$ cat config.mk
export PLATFORM = sky130hd
export DESIGN_NAME = fifo_sr_drain
export DESIGN_NICKNAME = d
export VERILOG_FILES = /design/src/rtl/fifo_sr_drain.sv
export SDC_FILE = /design/constraint.sdc
export NUM_CORES = 1
export LEC_CHECK = 0
export ABC_AREA = 1
export BUFFER_PORTS_ARGS = -buffer_cell sky130_fd_sc_hd__buf_2
export CELL_PAD_IN_SITES_DETAIL_PLACEMENT = 2
export CELL_PAD_IN_SITES_GLOBAL_PLACEMENT = 2
export CORE_ASPECT_RATIO = 0.9
export CORE_MARGIN = 8
export CORE_UTILIZATION = 27
export CTS_BUF_LIST = sky130_fd_sc_hd__clkbuf_8
export DETAILED_ROUTE_END_ITERATION = 7
export PLACE_DENSITY = 0.79
export RECOVER_POWER = 25
export SLEW_MARGIN = 20
export SYNTH_ARGS = -nofsm -noshare
export SYNTH_HDL_FRONTEND = slang
export SYNTH_SLANG_ARGS = --single-unit
$ cat constraint.sdc
create_clock -name clk -period 1.8 [get_ports clk]
set_input_delay 0.54 -clock clk [delete_from_list [all_inputs] [get_ports clk]]
set_output_delay 0.54 -clock clk [all_outputs]
set_load 0.05 [all_outputs]
$ cat src/rtl/fifo_sr_drain.sv
// Read-side controller for the shared-RAM multi-flux FIFO.
// Round-robin arbitrates non-empty fluxes whose output slot can accept a word,
// issues a one-hot read strobe, and captures the returned word into that
// flux's output register. Also flags tag mismatches and counts drained words.
module fifo_sr_drain #(
  parameter int unsigned DATA_WIDTH = 8,
  parameter int unsigned FLUX       = 2,
  parameter int unsigned CNT_WIDTH  = 16,
  parameter int unsigned TAG_WIDTH  = $clog2(FLUX),
  parameter int unsigned WIDTH      = DATA_WIDTH + TAG_WIDTH
) (
  input  logic                       clk,
  input  logic                       rst,
  input  logic                       en,
  input  logic [FLUX-1:0]            fifo_empty,
  input  logic [WIDTH-1:0]           fifo_dout,
  output logic [FLUX-1:0]            fifo_read,
  output logic [FLUX-1:0]            m_valid,
  input  logic [FLUX-1:0]            m_ready,
  output logic [FLUX*DATA_WIDTH-1:0] m_data,
  output logic                       tag_err,
  output logic [CNT_WIDTH-1:0]       rd_count
);

  logic [FLUX-1:0]            m_valid_q, m_valid_d;
  logic [FLUX*DATA_WIDTH-1:0] m_data_q, m_data_d;
  logic                       tag_err_q, tag_err_d;
  logic [CNT_WIDTH-1:0]       rd_count_q, rd_count_d;
  logic [TAG_WIDTH-1:0]       rr_ptr_q, rr_ptr_d;

  logic [FLUX-1:0]      slot_free;
  logic [FLUX-1:0]      elig;
  logic                 grant_valid;
  logic [TAG_WIDTH-1:0] grant_idx;

  // A slot emptied this cycle may be refilled in the same cycle.
  assign slot_free = ~m_valid_q | m_ready;
  assign elig      = {FLUX{en & ~rst}} & ~fifo_empty & slot_free;

  // Round-robin search: first eligible flux at or above rr_ptr, wrapping.
  always_comb begin
    int unsigned idx;
    grant_valid = 1'b0;
    grant_idx   = '0;
    idx         = 0;
    for (int unsigned k = 0; k < FLUX; k++) begin
      idx = int'(rr_ptr_q) + k;
      if (idx >= FLUX) begin
        idx = idx - FLUX;
      end
      if (!grant_valid && elig[TAG_WIDTH'(idx)]) begin
        grant_valid = 1'b1;
        grant_idx   = TAG_WIDTH'(idx);
      end
    end
  end

  // One-hot read strobe for the granted flux.
  always_comb begin
    fifo_read = '0;
    for (int unsigned f = 0; f < FLUX; f++) begin
      if (grant_valid && (grant_idx == TAG_WIDTH'(f))) begin
        fifo_read[f] = 1'b1;
      end
    end
  end

  // Next state: handshake drains, grant capture, pointer/counter/error updates.
  always_comb begin
    m_valid_d  = m_valid_q;
    m_data_d   = m_data_q;
    tag_err_d  = tag_err_q;
    rd_count_d = rd_count_q;
    rr_ptr_d   = rr_ptr_q;
    for (int unsigned f = 0; f < FLUX; f++) begin
      if (m_valid_q[f] && m_ready[f]) begin
        m_valid_d[f] = 1'b0;
      end
      // Capture wins over the drain so a slot can turn over every cycle.
      if (grant_valid && (grant_idx == TAG_WIDTH'(f))) begin
        m_valid_d[f]                             = 1'b1;
        m_data_d[f*DATA_WIDTH +: DATA_WIDTH]     = fifo_dout[DATA_WIDTH-1:0];
      end
    end
    if (grant_valid) begin
      rd_count_d = rd_count_q + CNT_WIDTH'(1);
      if (grant_idx == TAG_WIDTH'(FLUX - 1)) begin
        rr_ptr_d = '0;
      end else begin
        rr_ptr_d = grant_idx + TAG_WIDTH'(1);
      end
      // Payload is still delivered on a mismatch; the flag is sticky.
      if (fifo_dout[WIDTH-1 -: TAG_WIDTH] != grant_idx) begin
        tag_err_d = 1'b1;
      end
    end
  end

  // State registers with synchronous active-high reset.
  always_ff @(posedge clk) begin
    if (rst) begin
      m_valid_q  <= '0;
      m_data_q   <= '0;
      tag_err_q  <= 1'b0;
      rd_count_q <= '0;
      rr_ptr_q   <= '0;
    end else begin
      m_valid_q  <= m_valid_d;
      m_data_q   <= m_data_d;
      tag_err_q  <= tag_err_d;
      rd_count_q <= rd_count_d;
      rr_ptr_q   <= rr_ptr_d;
    end
  end

  assign m_valid  = m_valid_q;
  assign m_data   = m_data_q;
  assign tag_err  = tag_err_q;
  assign rd_count = rd_count_q;

endmodule

==> results of run 1 <==
[state kept, by name, summed over array words and instances, names as in the netlist]
signal    cells
m_data       16
tag_err       1
rr_ptr_q      1
m_valid       2
rd_count     16
[power by group]
part	switching (mW)	leakage (nW)	total, mW	internal (mW)
combinational	0.245	0.683	0.352	0.107
clock	0.341	0.0510	0.648	0.307
sequential	0.0203	0.294	0.849	0.829
total	0.607	1.03	1.85	1.24
[cell type report]
| type | instances | area [µm²] | area share [%] |
|---|---|---|---|
| multi-input combinational | 158 | 748 | 33.6 |
| sequential | 36 | 723 | 32.5 |
| timing repair buffer | 73 | 467 | 21.0 |
| inverter | 27 | 104 | 4.67 |
| tap | 70 | 87.6 | 3.94 |
| clock buffer | 6 | 82.6 | 3.71 |
| clock inverter | 2 | 10.0 | 0.450 |
| antenna | 1 | 2.50 | 0.112 |
[worst max-delay path by stage]
stage | start | slack [ns] | end
after floorplan | en | 0.03 | fifo_read[1]
after global placement | rst | -0.22 | fifo_read[0]
after global routing | rst | -0.23 | fifo_read[0]
after detailed placement | rst | -0.33 | fifo_read[0]
final | rst | -0.17 | fifo_read[0]
after CTS | en | -0.13 | fifo_read[0]
[through the flow]
| step | TNS, ns | cell area, µm² |
|---|---|---|
| 5_1_grt | -0.417 | 2220 |
| 3_5_place_dp | -0.699 | 2020 |
| 2_1_floorplan | 0 | 1600 |
| 4_1_cts | -0.192 | 2170 |
| 3_3_place_gp | -0.404 | 2020 |
| 6_report | -0.267 | 2220 |
[layer usage]
layer,GRT usage [%],share of wire (%),vias up
met5,0,0,-
met4,6.56,2.5,0
met3,3.83,3.5,11
met2,27.1,52,42
met1,15.5,42,889
li1,-,-,867
[logic make-up (layout without fill, tap and decap cells)]
kind of cell	count (synthesis)	in the layout	share of synthesized area, %
AND/OR/NAND/NOR	117	117	31.3
AO/OA/AOI/OAI	38	38	12.3
flip-flops	36	36	45.3
buffers and inverters	33	108	9.21
XOR/XNOR	2	2	1.10
adder cells (fa/ha/maj)	1	1	0.787
other	0	1	0
[Yosys cell counts, types with 2 or more instances]
library cell | instances | area (µm²)
buf_6 | 3 | 33.8
nand4_1 | 6 | 37.5
nand3_1 | 12 | 60.1
o21ai_1 | 7 | 35.0
nand2_2 | 3 | 18.8
inv_2 | 3 | 11.3
nor3_1 | 2 | 10.0
nor2_1 | 48 | 180
inv_1 | 24 | 90.1
dfxtp_1 | 36 | 721
o21ai_0 | 17 | 85.1
nand2_1 | 41 | 154
nor2_2 | 3 | 18.8
clkbuf_1 | 3 | 11.3
a21oi_1 | 12 | 60.1
[worst max-delay path, cell delays in order]
cell,delay [ns]
buf_8,0.10
nor2_4,0.15
buf_4,0.13
nand3b_1,0.10
nand2_2,0.13
nand2_4,0.08
inv_4,0.06
buf_8,0.13
[timing repair]
item | CTS | global route
pin swaps | 4 | 5
resized for setup | 13 | 5
buffers inserted | 3 | 4
gates cloned | 0 | 0
hold endpoints to repair | 0 | 0
endpoints found under the setup margin | 2 | 2
==> results.py, run 1 <==
metrics = {
    "power_and_ir_drop": {
        "power.static_leakage_nw": 1.03,
        "post_route_total_power_mw": 1.85,
        "ir_worst_vdd_uv": 294,
        "powerDensity_nw_per_um2": 831,
    },
    "detailed_routing": {
        "vias_per_cell": 4.85,
        "post-route-drc-count": 0,
        "route.detailed.wl_per_inst_um": 18.7,
        "drt-initial-drc-count": 31,
        "route.vias.total": 1809,
        "drtPass1Iterations": 4,
        "post_route_wl_um": 6980,
        "postRouteAntennaNets": 0,
    },
    "synthesis": {
        "count_of_flip_flops_with_a_built_in_enable_after_synthesis": 0,
        "synthesis.yosys.warnings": 0,
        "ys.flop_type": "dfxtp_1",
        "syn_area_um2": 1590,
        "yosysUniqueCellTypes": 22,
        "postSynthNetCount": 244,
        "synthesis.instances": 227,
        "seq_area_frac_synth_pct": 45.3,
        "synth-seq-cells": 36,
        "synth_async_sr_flop_share_pct": 0,
        "post_synth.cell_area_avg_um2": 7.01,
    },
    "timing": {
        "tightest_slew_ns": 0.332,
        "relSlewSlack_pct": 77.8,
        "clock.fmax_mhz": 508,
        "rsz_0062_raised_after_global_routing": "yes",
        "final.setup.worst_slack_ns": -0.170,
        "maxSlewViolCount": 0,
        "final_hold_viol_count": 0,
        "setup_viol": 2,
        "timing.hold.ws_ns": 0.481,
        "finalCritPeriodShare_pct": 109,
        "period_needed_ns": 1.97,
        "finalClockSkew_ns": 0.0121,
    },
    "critical_path": {
        "worstPathRequired_ns": 1.26,
        "critical_path_peak_fanout": 4,
        "cp_data_arrival_time_ns": 1.43,
        "worstRegToRegCells": 6,
        "crit_type": "primary input to primary output",
        "critPathCaptureType": "primary output",
        "regToRegStartpoint": "rd_count[0]$_SDFFE_PP0P_",
        "regToRegSetupSlack_ns": 0.16,
        "timing.critical_path.from_type": "primary input",
        "r2r_end": "rd_count[12]$_SDFFE_PP0P_",
    },
    "run_status": {
        "status": "complete, but fails checks",
        "violations": "setup timing",
    },
    "layout": {
        "fillerInstances": 690,
        "fraction_of_layout_cells_with_a_size_suffix_above_1_pct": 32.5,
        "layout_commonest_cell": "buf_2",
        "final_core_util_pct": 39.1,
        "mostFrequentLayoutCells": "buf_2 (48), nor2_1 (47), nand2_1 (38), dfxtp_1 (34), inv_1 (23)",
        "final_nets": 318,
        "synthesis_to_layout_area_growth_pct": 39.9,
        "cell_count_final_fillers_out": 373,
    },
    "global_route": {
        "grt_first_pass_wirelength_um": 9970,
        "number_of_antenna_violations_at_the_first_check_in_global_routing": 1,
        "grt_usage_pct": 14.7,
        "globalRoute.totalOverflow": 0,
        "first_global_vias": 1912,
        "largest_net_degree_at_the_start_of_global_routing": 23,
    },
    "job": {
        "max_cap_violations": 0,
    },
    "clock_network": {
        "htreeDepth": 2,
        "cts_inserted_buffers": 5,
        "clock_insertion_delay_worst_skew_ns": 0.30,
        "cts-root-to-sink-buffers": 2,
        "cts.reportedPaths.clkPinSlew_ns": 0.07,
        "clock_sinks": 36,
        "postCtsHoldBufs": 0,
        "cts.root.buffer_cell": "clkbuf_8",
        "cts_tree": "yes",
    },
    "placement": {
        "place_ws_ns": -0.328,
        "routabilityCongestion": 0.758,
        "io_buffers": 52,
        "place.detailed.instances": 357,
        "dp_hpwl_um": 4240,
    },
    "floorplan": {
        "initial_core_util_pct": 27.9,
        "floorplan.die.width_um": 96.9,
        "placement_rows": 26,
        "floorplan.io_pins": 53,
        "floorplan.die.height_um": 88.8,
        "floorplan.die_area_um2": 8600,
        "core_area_um2": 5690,
    },
    "worst_hold_path": {
        "hold-path-endpoint": "m_data[7]$_SDFFE_PP0P_",
        "worstHoldStart": "m_data[7]$_SDFFE_PP0P_",
        "worst_hold_path.num_cells": 2,
        "hold_path.class": "register to register",
    },
}
No activity file was read; power rests on OpenSTA's default activity.
==> run 2: changes to the inputs <==
--- a/config.mk
+++ b/config.mk
@@ -9,8 +9,8 @@
 export BUFFER_PORTS_ARGS = -buffer_cell sky130_fd_sc_hd__buf_2
 export CELL_PAD_IN_SITES_DETAIL_PLACEMENT = 2
 export CELL_PAD_IN_SITES_GLOBAL_PLACEMENT = 2
-export CORE_ASPECT_RATIO = 0.9
-export CORE_MARGIN = 8
+export CORE_ASPECT_RATIO = 0.5
+export CORE_MARGIN = 2
 export CORE_UTILIZATION = 27
 export CTS_BUF_LIST = sky130_fd_sc_hd__clkbuf_8
 export DETAILED_ROUTE_END_ITERATION = 7
==> run 2 against run 1 <==
  * The run still ends with setup timing left
  * Routed wire length decreased by 15%
  * Critical path depth unchanged
  * Worst setup slack improved by 0.028 ns
==> results.py, run 2 (synthesis gave the netlist of run 1 again) <==
metrics = {
    "critical_path": {
        "cp_data_arrival_time_ns": 1.40,
        "timing.critical_path.from": "m_ready[0]",
        "worstRegToRegCells": 7,
        "critPathCapture": "fifo_read[0]",
        "critical_path_peak_fanout": 3,
        "regToRegStartpoint": "m_valid[0]$_SDFFE_PP0P_",
        "regToRegSetupSlack_ns": 0.11,
        "crit_type": "primary input to primary output",
        "critPathCaptureType": "primary output",
        "worstPathRequired_ns": 1.26,
        "r2r_end": "rd_count[10]$_SDFFE_PP0P_",
        "timing.critical_path.from_type": "primary input",
    },
    "timing": {
        "relSlewSlack_pct": 70.6,
        "finalClockSkew_ns": 0.00714,
        "rsz_0062_raised_after_global_routing": "yes",
        "maxSlewViolCount": 0,
        "clock.fmax_mhz": 515,
        "tightest_slew_ns": 0.441,
        "finalCritPeriodShare_pct": 108,
        "period_needed_ns": 1.94,
        "setup_viol": 3,
        "tns_ns": -0.245,
        "final_hold_viol_count": 0,
        "final.setup.worst_slack_ns": -0.141,
    },
    "detailed_routing": {
        "drtPass1Iterations": 4,
        "vias_per_cell": 4.75,
        "post_route_wl_um": 5970,
        "route.detailed.wl_per_inst_um": 15.8,
        "route.vias.total": 1795,
        "post-route-drc-count": 0,
        "drt-initial-drc-count": 87,
        "postRouteAntennaNets": 0,
    },
    "global_route": {
        "grt_usage_pct": 17.1,
        "largest_net_degree_at_the_start_of_global_routing": 23,
        "first_global_vias": 1766,
        "grt_first_pass_wirelength_um": 8830,
        "number_of_antenna_violations_at_the_first_check_in_global_routing": 0,
        "globalRoute.totalOverflow": 0,
    },
    "run_status": {
        "violations": "setup timing",
        "status": "complete, but fails checks",
    },
    "floorplan": {
        "floorplan.io_pins": 53,
        "floorplan.die_area_um2": 6560,
        "core_area_um2": 5590,
        "floorplan.die.width_um": 113,
        "placement_rows": 19,
        "initial_core_util_pct": 28.5,
        "floorplan.die.height_um": 58.3,
    },
    "power_and_ir_drop": {
        "pwr-share-clk_pct": 37.8,
        "total_switching_power_uw": 589,
        "combinationalPowerShare_pct": 18.5,
        "power_switching_share_pct": 30.4,
        "seq_power_share_pct": 43.7,
        "cellInternalPower_mw": 1.35,
        "powerDensity_nw_per_um2": 855,
        "ir_worst_vdd_uv": 368,
        "power.static_leakage_nw": 1.05,
        "post_route_total_power_mw": 1.94,
    },
    "layout": {
        "insertedDiodeCount": 0,
        "layout_commonest_cell": "buf_2",
        "final_nets": 321,
        "mostFrequentLayoutCells": "buf_2 (48), nor2_1 (47), nand2_1 (37), dfxtp_1 (34), inv_1 (23)",
        "fraction_of_layout_cells_with_a_size_suffix_above_1_pct": 33.8,
        "synthesis_to_layout_area_growth_pct": 42.8,
    },
    "worst_hold_path": {
        "worst_hold_path.num_cells": 2,
        "hold_path.class": "register to register",
    },
    "clock_network": {
        "cts.root.buffer_cell": "clkbuf_8",
        "clock_insertion_delay_worst_skew_ns": 0.29,
        "cts-root-to-sink-buffers": 2,
        "postCtsHoldBufs": 0,
        "htreeDepth": 2,
        "clock_sinks": 36,
        "cts.reportedPaths.clkPinSlew_ns": 0.08,
        "cts_tree": "yes",
        "cts_inserted_buffers": 5,
    },
    "placement": {
        "dp_hpwl_um": 3970,
        "routabilityCongestion": 0.794,
        "place_ws_ns": -0.319,
        "io_buffers": 52,
    },
    "job": {
        "max_cap_violations": 0,
    },
}
==> run 2: changes by cell type in the layout (fill, tap and decap cells not counted) <==
| cell | before | now |
|---|---|---|
| nand2_4 | 2 | 1 |
| nand3_1 | 12 | 11 |
| buf_4 | 20 | 21 |
| clkinv_2 | 2 | 1 |
| bufinv_16 | 0 | 1 |
| nand2_2 | 4 | 6 |
| diode_2 | 1 | 0 |
| nand3_2 | 0 | 1 |
| clkinvlp_4 | 0 | 1 |
| clkbuf_2 | 0 | 1 |
| clkbuf_8 | 6 | 5 |
| nand2_1 | 38 | 37 |
| buf_6 | 1 | 2 |
==> run 2: critical path, cell delays in order <==
cell and delay [ns]:
buf_2 0.07, inv_1 0.04, nand2_1 0.14, nand4_1 0.17, nand2_2 0.16, nand2_4 0.08, inv_4 0.06, buf_8 0.13
==> run 2: area by class of cell <==
type	instances	area, µm²
Clock buffer	5	68.8
Fill cell	674	3320
Clock inverter	3	42.5
Sequential cell	36	723
Inverter	27	104
Multi-Input combinational cell	158	751
Tap cell	73	91.3
Timing Repair Buffer	76	490
==> run 2: repair_timing <==
action | 4_1_cts | 5_1_grt
setup endpoints to repair | 2 | 3
gates resized for setup | 13 | 6
pin swaps | 5 | 5
setup buffers | 6 | 4
==> run 2: worst min-delay path by stage <==
stage | from | to | slack, ns
final | tag_err$_SDFFE_PP0P_ | tag_err$_SDFFE_PP0P_ | 0.46
after global routing | m_data[5]$_SDFFE_PP0P_ | m_data[5]$_SDFFE_PP0P_ | 0.51
after CTS | tag_err$_SDFFE_PP0P_ | tag_err$_SDFFE_PP0P_ | 0.46
after detailed placement | tag_err$_SDFFE_PP0P_ | tag_err$_SDFFE_PP0P_ | 0.45
after global placement | tag_err$_SDFFE_PP0P_ | tag_err$_SDFFE_PP0P_ | 0.44
after floorplan | rr_ptr_q$_SDFFE_PP0P_ | rr_ptr_q$_SDFFE_PP0P_ | 0.44
==> run 2: per-stage QoR <==
step / hold WS (ns) / cell area, µm² / std cells / utilization, %
2_1_floorplan: 0.440 / 1600 / 227 / -
3_3_place_gp: 0.441 / 2020 / 360 / 36.1
3_5_place_dp: 0.453 / 2020 / 360 / 36.1
4_1_cts: 0.464 / 2220 / 374 / 39.7
5_1_grt: 0.508 / 2270 / 378 / 40.6
6_report: 0.460 / 2270 / 378 / 40.6
==> run 2: power groups by stage <==
stage               combinational (mW)  sequential, mW  clock [mW]
CTS                              0.339           0.847       0.754
floorplan                        0.104           0.973           0
global route                     0.384           0.853       0.788
finish                           0.360           0.847       0.734
global placement                 0.308           0.864           0
detailed placement               0.316           0.866           0
==> run 2: metal layers <==
layer,global-route usage [%],vias up,wire length [µm]
met1,21.3,874,2680
met4,3.14,0,49
met2,31.5,42,3010
met3,3.56,4,218
li1,-,875,-
met5,0,-,0
==> run 3: changes to the inputs <==
--- a/config.mk
+++ b/config.mk
@@ -6,14 +6,14 @@
 export NUM_CORES = 1
 export LEC_CHECK = 0
 export ABC_AREA = 1
-export BUFFER_PORTS_ARGS = -buffer_cell sky130_fd_sc_hd__buf_2
 export CELL_PAD_IN_SITES_DETAIL_PLACEMENT = 2
 export CELL_PAD_IN_SITES_GLOBAL_PLACEMENT = 2
 export CORE_ASPECT_RATIO = 0.5
 export CORE_MARGIN = 2
-export CORE_UTILIZATION = 27
+export CORE_UTILIZATION = 34
 export CTS_BUF_LIST = sky130_fd_sc_hd__clkbuf_8
 export DETAILED_ROUTE_END_ITERATION = 7
+export DONT_BUFFER_PORTS = 1
 export PLACE_DENSITY = 0.79
 export RECOVER_POWER = 25
 export SLEW_MARGIN = 20
==> run 3 against run 2 <==
  * The run now ends clean
  * Sequential power up 11%
  * Die area down 20%
  * Non-clock buffer count down 49
  * Combinational power down 48%
  * Utilization up 3.7 points
  * Clock power down 20%
  * Global-route usage up 3.9 points
  * Hold slack worse by 0.16 ns
  * Total power down 12%
  * Register-to-register slack better by 0.11 ns
  * First-iteration DRC count down 69%
  * Largest power group unchanged
==> results.py, run 3 (synthesis gave the netlist of run 1 again) <==
metrics = {
    "run_status": {
        "status": "completed",
    },
    "timing": {
        "period_needed_ns": 1.79,
        "final.setup.worst_slack_ns": 0.0118,
        "tightest_slew_ns": 0.554,
        "finalCritPeriodShare_pct": 99.3,
        "final_hold_viol_count": 0,
        "relSlewSlack_pct": 63.0,
        "setup_viol": 0,
        "finalClockSkew_ns": 0.00741,
        "rsz_0062_raised_after_global_routing": "yes",
        "clock.fmax_mhz": 559,
        "maxSlewViolCount": 0,
    },
    "placement": {
        "routabilityCongestion": 0.825,
        "dpl_cell_area_um2": 1830,
        "place.detailed.instances": 304,
        "place_ws_ns": -0.0874,
        "dp_hpwl_um": 3940,
        "io_buffers": 0,
    },
    "detailed_routing": {
        "route.vias.total": 1605,
        "postRouteAntennaNets": 0,
        "drtPass1Iterations": 4,
        "vias_per_cell": 5.13,
        "route.detailed.wl_per_inst_um": 17.2,
        "post_route_wl_um": 5380,
        "post-route-drc-count": 0,
        "drt-initial-drc-count": 27,
    },
    "layout": {
        "insertedDiodeCount": 0,
        "postLayoutCellArea_um2": 1970,
        "cell_count_final_fillers_out": 313,
        "synthesis_to_layout_area_growth_pct": 24.1,
        "fraction_of_layout_cells_with_a_size_suffix_above_1_pct": 21.1,
        "layout_commonest_cell": "nor2_1",
        "mostFrequentLayoutCells": "nor2_1 (47), nand2_1 (36), dfxtp_1 (34), buf_4 (25), inv_1 (23)",
        "final_nets": 272,
    },
    "global_route": {
        "globalRoute.totalOverflow": 0,
        "number_of_antenna_violations_at_the_first_check_in_global_routing": 0,
        "first_global_vias": 1742,
        "largest_net_degree_at_the_start_of_global_routing": 22,
        "grt_first_pass_wirelength_um": 8240,
        "grt_usage_pct": 21.0,
    },
    "critical_path": {
        "critPathCapture": "fifo_read[0]",
        "cp_data_arrival_time_ns": 1.25,
        "critical_path_peak_fanout": 5,
        "worstRegToRegCells": 6,
        "regToRegStartpoint": "rd_count[1]$_SDFFE_PP0P_",
        "crit_type": "register to primary output",
        "regToRegSetupSlack_ns": 0.22,
        "r2r_end": "rd_count[12]$_SDFFE_PP0P_",
        "timing.critical_path.from_type": "register",
        "worstPathRequired_ns": 1.26,
        "critPathCaptureType": "primary output",
        "timing.critical_path.from": "m_valid[0]$_SDFFE_PP0P_",
    },
    "clock_network": {
        "clock_sinks": 36,
        "cts_tree": "yes",
        "clock_insertion_delay_worst_skew_ns": 0.30,
        "cts.root.buffer_cell": "clkbuf_8",
        "cts-root-to-sink-buffers": 2,
        "htreeDepth": 2,
        "cts.reportedPaths.clkPinSlew_ns": 0.08,
        "cts_inserted_buffers": 5,
        "postCtsHoldBufs": 0,
    },
    "floorplan": {
        "floorplan.die_area_um2": 5270,
        "floorplan.die.height_um": 52.4,
        "floorplan.io_pins": 53,
        "initial_core_util_pct": 35.8,
        "floorplan.die.width_um": 101,
        "core_area_um2": 4450,
        "placement_rows": 17,
    },
    "job": {
        "max_cap_violations": 0,
    },
    "power_and_ir_drop": {
        "ir_worst_vdd_uv": 306,
        "powerDensity_nw_per_um2": 868,
        "post_route_total_power_mw": 1.71,
        "power.static_leakage_nw": 0.812,
    },
    "worst_hold_path": {
        "hold_path.class": "primary input to register",
    },
}
-- run 3: final cells by class --
| class | count | area [µm²] |
|---|---|---|
| Multi-Input combinational cell | 158 | 758 |
| Tap cell | 57 | 71.3 |
| Clock inverter | 3 | 18.8 |
| Inverter | 27 | 114 |
| Clock buffer | 5 | 68.8 |
| Sequential cell | 36 | 723 |
| Timing Repair Buffer | 27 | 219 |
| Fill cell | 539 | 2470 |
-- run 3: where the power goes --
group          switching, mW  internal (mW)  total, mW  leakage (nW)
combinational          0.125         0.0614      0.187         0.470
sequential             0.111          0.829      0.940         0.294
clock                  0.317          0.270      0.587        0.0479
total                  0.553           1.16       1.71         0.812
-- run 3: per-layer routing --
metal	global-route usage, %	vias up	share of wire (%)
li1	-	779	-
met1	20.3	779	38
met3	7.47	7	7.0
met2	41.7	40	53
met5	0	-	0
met4	7.99	0	1.1
-- run 3: worst min path at each step --
stage                     startpoint                  endpoint  cells past startpoint
2_1_floorplan  rr_ptr_q$_SDFFE_PP0P_     rr_ptr_q$_SDFFE_PP0P_                      2
3_3_place_gp   rr_ptr_q$_SDFFE_PP0P_     rr_ptr_q$_SDFFE_PP0P_                      2
3_5_place_dp   rr_ptr_q$_SDFFE_PP0P_     rr_ptr_q$_SDFFE_PP0P_                      2
4_1_cts                          rst   m_valid[1]$_SDFFE_PP0P_                      1
5_1_grt                          rst  rd_count[4]$_SDFFE_PP0P_                      1
6_report                         rst   m_valid[1]$_SDFFE_PP0P_                      1
-- run 3: worst max-delay path, cell delays in order (launching register included) --
cell	delay [ns]
dfxtp_2	0.34
nand2_4	0.07
nand4_1	0.17
nand2_4	0.17
nand2_4	0.09
inv_8	0.10
-- run 3: stage by stage --
step	hold slack, ns	setup TNS, ns	util (%)
finish	0.301	0	44.4
global route	0.291	-0.0645	44.4
CTS	0.291	-0.0305	43.3
detailed placement	0.482	-0.298	41.1
global placement	0.467	-0.0331	41.1
floorplan	0.440	0	-
-- run 3: what timing repair did --
action | 4_1_cts | 5_1_grt
pin swaps | 0 | 6
endpoints found under the setup margin | 2 | 2
gates resized for setup | 4 | 13
setup buffers | 0 | 1
cloned | 0 | 0
